===== src/rtl/mod_port_pkg.sv =====
// Shared constants and types for the modulo counter slice.
package mod_port_pkg;

  localparam int COUNT_W   = 4;
  localparam int COUNT_MOD = 12;

  localparam logic MODE_UP   = 1'b1;
  localparam logic MODE_DOWN = 1'b0;

  typedef logic [COUNT_W-1:0] count_t;

endpackage : mod_port_pkg


===== src/rtl/mod_port_next.sv =====
// Combinational next-count logic: load with range check, up wrap, down wrap.
module mod_port_next
  import mod_port_pkg::*;
#(
  parameter int WIDTH   = COUNT_W,
  parameter int MODULUS = COUNT_MOD
) (
  input  logic [WIDTH-1:0] count,
  input  logic [WIDTH-1:0] datain,
  input  logic             load,
  input  logic             mode,
  output logic [WIDTH-1:0] next_count
);

  // Highest legal count, at both the extended and the native width.
  localparam logic [WIDTH:0]   LAST_X = (WIDTH + 1)'(MODULUS - 1);
  localparam logic [WIDTH-1:0] LAST_W = WIDTH'(MODULUS - 1);

  // Load value; anything beyond the last legal count collapses to zero.
  function automatic logic [WIDTH-1:0] load_sat(input logic [WIDTH-1:0] d);
    logic [WIDTH:0] d_x;
    d_x = {1'b0, d};
    return (d_x > LAST_X) ? '0 : d;
  endfunction

  // Up step computed one bit wider so the carry out of WIDTH bits is visible.
  function automatic logic [WIDTH-1:0] wrap_up(input logic [WIDTH-1:0] c);
    logic [WIDTH:0] inc_x;
    inc_x = {1'b0, c} + 1'b1;
    return (inc_x > LAST_X) ? '0 : inc_x[WIDTH-1:0];
  endfunction

  // Down step; a borrow into the extra bit means we stepped below zero.
  function automatic logic [WIDTH-1:0] wrap_down(input logic [WIDTH-1:0] c);
    logic [WIDTH:0] dec_x;
    dec_x = {1'b0, c} - 1'b1;
    return dec_x[WIDTH] ? LAST_W : dec_x[WIDTH-1:0];
  endfunction

  // Select between load, up and down; load overrides direction.
  always_comb begin
    next_count = count;
    if (load) begin
      next_count = load_sat(datain);
    end else if (mode == MODE_UP) begin
      next_count = wrap_up(count);
    end else begin
      next_count = wrap_down(count);
    end
  end

endmodule : mod_port_next


===== src/rtl/mod_port.sv =====
// Loadable modulo up/down counter: state register plus synchronous reset.
module mod_port
  import mod_port_pkg::*;
#(
  parameter int WIDTH   = COUNT_W,
  parameter int MODULUS = COUNT_MOD
) (
  input  logic             clock,
  input  logic             rst,
  input  logic [WIDTH-1:0] datain,
  input  logic             load,
  input  logic             mode,
  output logic [WIDTH-1:0] dataout
);

  logic [WIDTH-1:0] count_p0;
  logic [WIDTH-1:0] next_p0;

  mod_port_next #(
    .WIDTH   (WIDTH),
    .MODULUS (MODULUS)
  ) u_next (
    .count      (count_p0),
    .datain     (datain),
    .load       (load),
    .mode       (mode),
    .next_count (next_p0)
  );

  // Count register; reset wins over load and count.
  always_ff @(posedge clock) begin
    if (rst) begin
      count_p0 <= '0;
    end else begin
      count_p0 <= next_p0;
    end
  end

  assign dataout = count_p0;

endmodule : mod_port


===== config.mk =====
export PLATFORM = sky130hd
export DESIGN_NAME = mod_port
export DESIGN_NICKNAME = d
export VERILOG_FILES = /design/src/rtl/mod_port_pkg.sv /design/src/rtl/mod_port_next.sv /design/src/rtl/mod_port.sv
export SDC_FILE = /design/constraint.sdc
export NUM_CORES = 1
export LEC_CHECK = 0
export ABC_AREA = 1
export CAP_MARGIN = 20
export CELL_PAD_IN_SITES_DETAIL_PLACEMENT = 1
export CELL_PAD_IN_SITES_GLOBAL_PLACEMENT = 1
export CORE_MARGIN = 3
export CORE_UTILIZATION = 25
export CTS_CLUSTER_DIAMETER = 100
export DETAILED_ROUTE_END_ITERATION = 7
export PLACE_DENSITY_LB_ADDON = 0.15
export SYNTH_ARGS = -nofsm -noshare
export SYNTH_HDL_FRONTEND = slang
export SYNTH_SLANG_ARGS = --single-unit

===== constraint.sdc =====
create_clock -name clock -period 1.4 [get_ports clock]
set_input_delay 0.14 -clock clock [delete_from_list [all_inputs] [get_ports clock]]
set_output_delay 0.14 -clock clock [all_outputs]
set_load 0.05 [all_outputs]

## Yosys cells after proc, flatten, opt, wreduce, memory -nomap -nowiden

Cells that the tools add are included.

- Bits in registers: 4
- Word-level logic and storage cells: 10
- Output and inout bits: 4

- Muxes and demuxes: 5
- Order comparisons: 2
- Add/sub/neg operators: 2

Operators by type and width:

| kind | count |
|---|---|
| $mux W4 | 5 |
| $add A4 B1 Y5 const B | 1 |
| $gt A5 B4 Y1 const B | 1 |
| $sub A4 B1 Y5 const B | 1 |
| $gt A4 B4 Y1 const B | 1 |

## Depth between registers and ports, before layout

- Depth in word-level cells: 5
- Mapped depth: 10
- Mapped depth without buffers: 10

## Hierarchy

Synthesis repeated with hierarchy kept, for this count alone.

- Cell total of the unflattened synthesis: 68
- Area, all modules: 376.6 um2

By module, submodules not included:

| module | cells each | instances | seq. area each (um2) | area an instance (um2) |
|---|---|---|---|---|
| mod_port_next | 56 | 1 | 0.0 | 266.5 |
| mod_port | 12 | 1 | 80.1 | 110.1 |

## Worst setup path after synthesis

No wires, ideal clock.

- Kind: reg2reg
- Start point: reg count_p0[0], in the netlist dataout[0]
- End point: reg count_p0[0], in the netlist dataout[0]
- Data required time: 1.334 ns
- Period minus slack after synthesis: 1.729 ns
- Cell stages (with the launch flop): 10
- Arrival: 1.663 ns
- Setup time: 0.066 ns
- Slack: -0.329 ns
- Buffers on the path: 0
- Path through: dfxtp_1 -> inv_1 -> ha_1 -> nand2_1 -> nand2_2 -> nand2_2 -> nand2_1 -> nand2_1 -> nand2_1 -> a21oi_2

- Word-level cells in the longest chain between the ends: 5

Ends and longest elaborated chain:

| what | RTL line | RTL |
|---|---|---|
| start: declaration | mod_port.sv:16 | `logic [WIDTH-1:0] count_p0;` |
| start signal: assignment | mod_port.sv:35 | `count_p0 <= next_p0;` |
| $add A4 B1 Y5 | mod_port_next.sv:29 | `inc_x = {1'b0, c} + 1'b1;` |
| $gt A5 B4 Y1 | mod_port_next.sv:30 | `return (inc_x > LAST_X) ? '0 : inc_x[WIDTH-1:0];` |
| $mux W4 | mod_port_next.sv:30 |  |
| $mux W4 (*) | mod_port_next.sv:45 | `end else if (mode == MODE_UP) begin` |
| $mux W4 (*) | mod_port_next.sv:43 | `if (load) begin` |

Every way passes the cells marked *; elsewhere a longest branch is shown, timed or not.
A chain may end at the register's enable or synchronous reset.

## Worst setup path in the final report

- Start point: reg count_p0[0], in the netlist dataout[0]
- End point: reg count_p0[1], in the netlist dataout[1]

The elaborated chain is that of the path after synthesis.

==> metrics <==
CTS Buf Count 3; first-pass iteration count of the detailed router 4; period utilization 93.6%; Die Area 2040 um^2; Synth area leader dfxtp_1; CP Launch Type flop; mux share of post-synthesis cell area 0%; worst endpoint required time 1.53 ns; Slew Limit Fails 0; Yosys reg bits 4; ranking of synthesized cells by area dfxtp_1 21%, nand2_1 20%, ha_1 9.8%; Die W 45.1 um; initial antenna violation count 0; worst hold slack 0.487 ns; Worst EP arrival 1.44 ns; final worst setup slack 0.0900 ns; hold depth 3; clk_skew 0.00240 ns; CTS tree done; H-tree depth 1; CP Capture Type flop; Clock Pin Slew Worst Setup and Hold Paths 0.04 ns; Worst Tran Pin Value 0.242 ns; routability cong. 0.791; global-route wire length before repair 2010 um; crit path max fanout 4; Residual DRC 0; post-synthesis cell area 383 um^2; Slew Limit Headroom 83.8%; Post-Layout Cell Count 97; vias after detailed routing 480; Placed Area 583 um^2; Remaining Overflow, GRT 0; Clock Latency Late Sink 0.23 ns; synthesized area per cell 5.98 um^2; RR Endpoint dataout[1]; Inst Count DP 93; standard-cell rows 13; R2R cell count 10; Simple-Gate Fraction of Synth Area 45.1%; Cells after Synth 64; Power per Cell Area 867 nW/um^2; CTS Buffer Depth 2; VDD IR max 0.000442 V; r2r setup slk 0.09 ns; PostCTS Resize Cnt 0; Final Hold Fails 0; I/O Buffers 11; adder-cell share of the synthesized area 9.80%; core footprint 1370 um^2; post-synthesis xor/xnor area fraction 2.29%; vias in the first global route 463; Synth Warn # 0; min-delay worst type primary input to flop; fmax 763 MHz; hpwl dp 978 um; Syn Nets 75; num ports 12; clk root buf clkbuf_4; max FFs per register 4; post-synth top area share 20.9%; most frequent cells in the layout 20 x nand2_1, 7 x inv_1, 7 x nand3_1, 7 x clkdlybuf4s50_1, 4 x buf_12; outcome finished, final reports clean; Synth Area in Compound Gates 12.1%; Hold Path Origin datain[0]; post-synthesis sequential area ratio 20.9%; layout cell share with drive strength beyond 1 28.0%; largest family of logic cells by synthesized area simple AND/OR/NAND/NOR gates; utilization after layout 45.7%; r2r startpoint dataout[0]; leading cell type in the layout, fill and taps excluded nand2_1; Worst Hold Endpoint dataout[0]; Max-Cap Viols 0; Starting DRT DRC Count 2; Final setup viols 0; Place WS 0.0257 ns; # diodes 0; Final ANT Viol Nets 0; critical setup path kind flop to flop; Post-CTS Hold Buffers 0; initial core utilization 28.0%; Post-Route WL 1150 um; library cells used by synthesis 16; die height 45.1 um; total global routing track utilization 13.2%; post-route minimum period 1.31 ns; Final nets 94; Sink Count 4; Layout Area Growth over Synthesis 63.1%; Pleak 0.291 nW; routed len/inst 11.8 um; Finished Cell Area 624 um^2; largest net degree at the start of global routing 8; # Post-CTS Setup Buffers 0; routed vias/inst 4.95
## cell type report
class                      count  area (um^2)
sequential                     4         88.8
tap                           15         18.8
timing repair buffer          14          173
inverter                      10         37.5
clock buffer                   4         26.3
fill                         178          742
multi-input combinational     50          280
## through the flow
step | setup TNS, ns | total power, mW
final | 0 | 0.541
after global routing | -0.00293 | 0.588
after CTS | 0 | 0.542
after detailed placement | 0 | 0.372
after global placement | 0 | 0.369
after floorplan | 0 | 0.265
## worst max-delay path, cell delays in order (launching register included)
cell and delay [ns]:
dfxtp_4 0.36, inv_2 0.06, ha_1 0.19, nor2_1 0.12, nand2_1 0.08, nand2_2 0.07, nand2_2 0.07, nand3b_1 0.09
nand3_1 0.08, nand2_1 0.06, inv_1 0.03
## worst max-delay path by stage
stage	from	to
after detailed placement	dataout[1]	dataout[0]
after global placement	dataout[1]	dataout[0]
after floorplan	dataout[0]	dataout[0]
after CTS	dataout[1]	dataout[0]
after global routing	dataout[0]	dataout[1]
final	dataout[0]	dataout[1]
## synthesized netlist by cell type, drive strengths merged
| master | instances |
|---|---|
| nand3b | 1 |
| ha | 3 |
| dfxtp | 4 |
| nand4 | 3 |
| inv | 10 |
| nor2 | 4 |
| o21ai | 2 |
| a21oi | 4 |
| a31oi | 2 |
| nand3 | 7 |
| nand2 | 23 |
| xor2 | 1 |
## where the power goes
part / total [mW] / leakage (nW) / internal [mW] / switching [mW]
sequential: 0.144 / 0.0347 / 0.125 / 0.0189
clock: 0.161 / 0.0150 / 0.107 / 0.0536
combinational: 0.236 / 0.241 / 0.111 / 0.125
total: 0.541 / 0.291 / 0.343 / 0.198
## logic make-up after synthesis
logic type | after synthesis
AO/OA/AOI/OAI | 8
XOR/XNOR | 1
adder cells (fa/ha/maj) | 3
buffers and inverters | 10
flip-flops | 4
AND/OR/NAND/NOR | 38
## routing by layer
metal | global-route usage [%] | share of wire, % | vias up | wire (um)
li1 | - | - | 247 | -
met1 | 15.7 | 43 | 221 | 496
met2 | 23.2 | 52 | 10 | 596
met3 | 2.39 | 3.2 | 2 | 37
met4 | 5.26 | 1.7 | 0 | 19
met5 | 0 | 0 | - | 0
(Power assumes the default switching activity.)
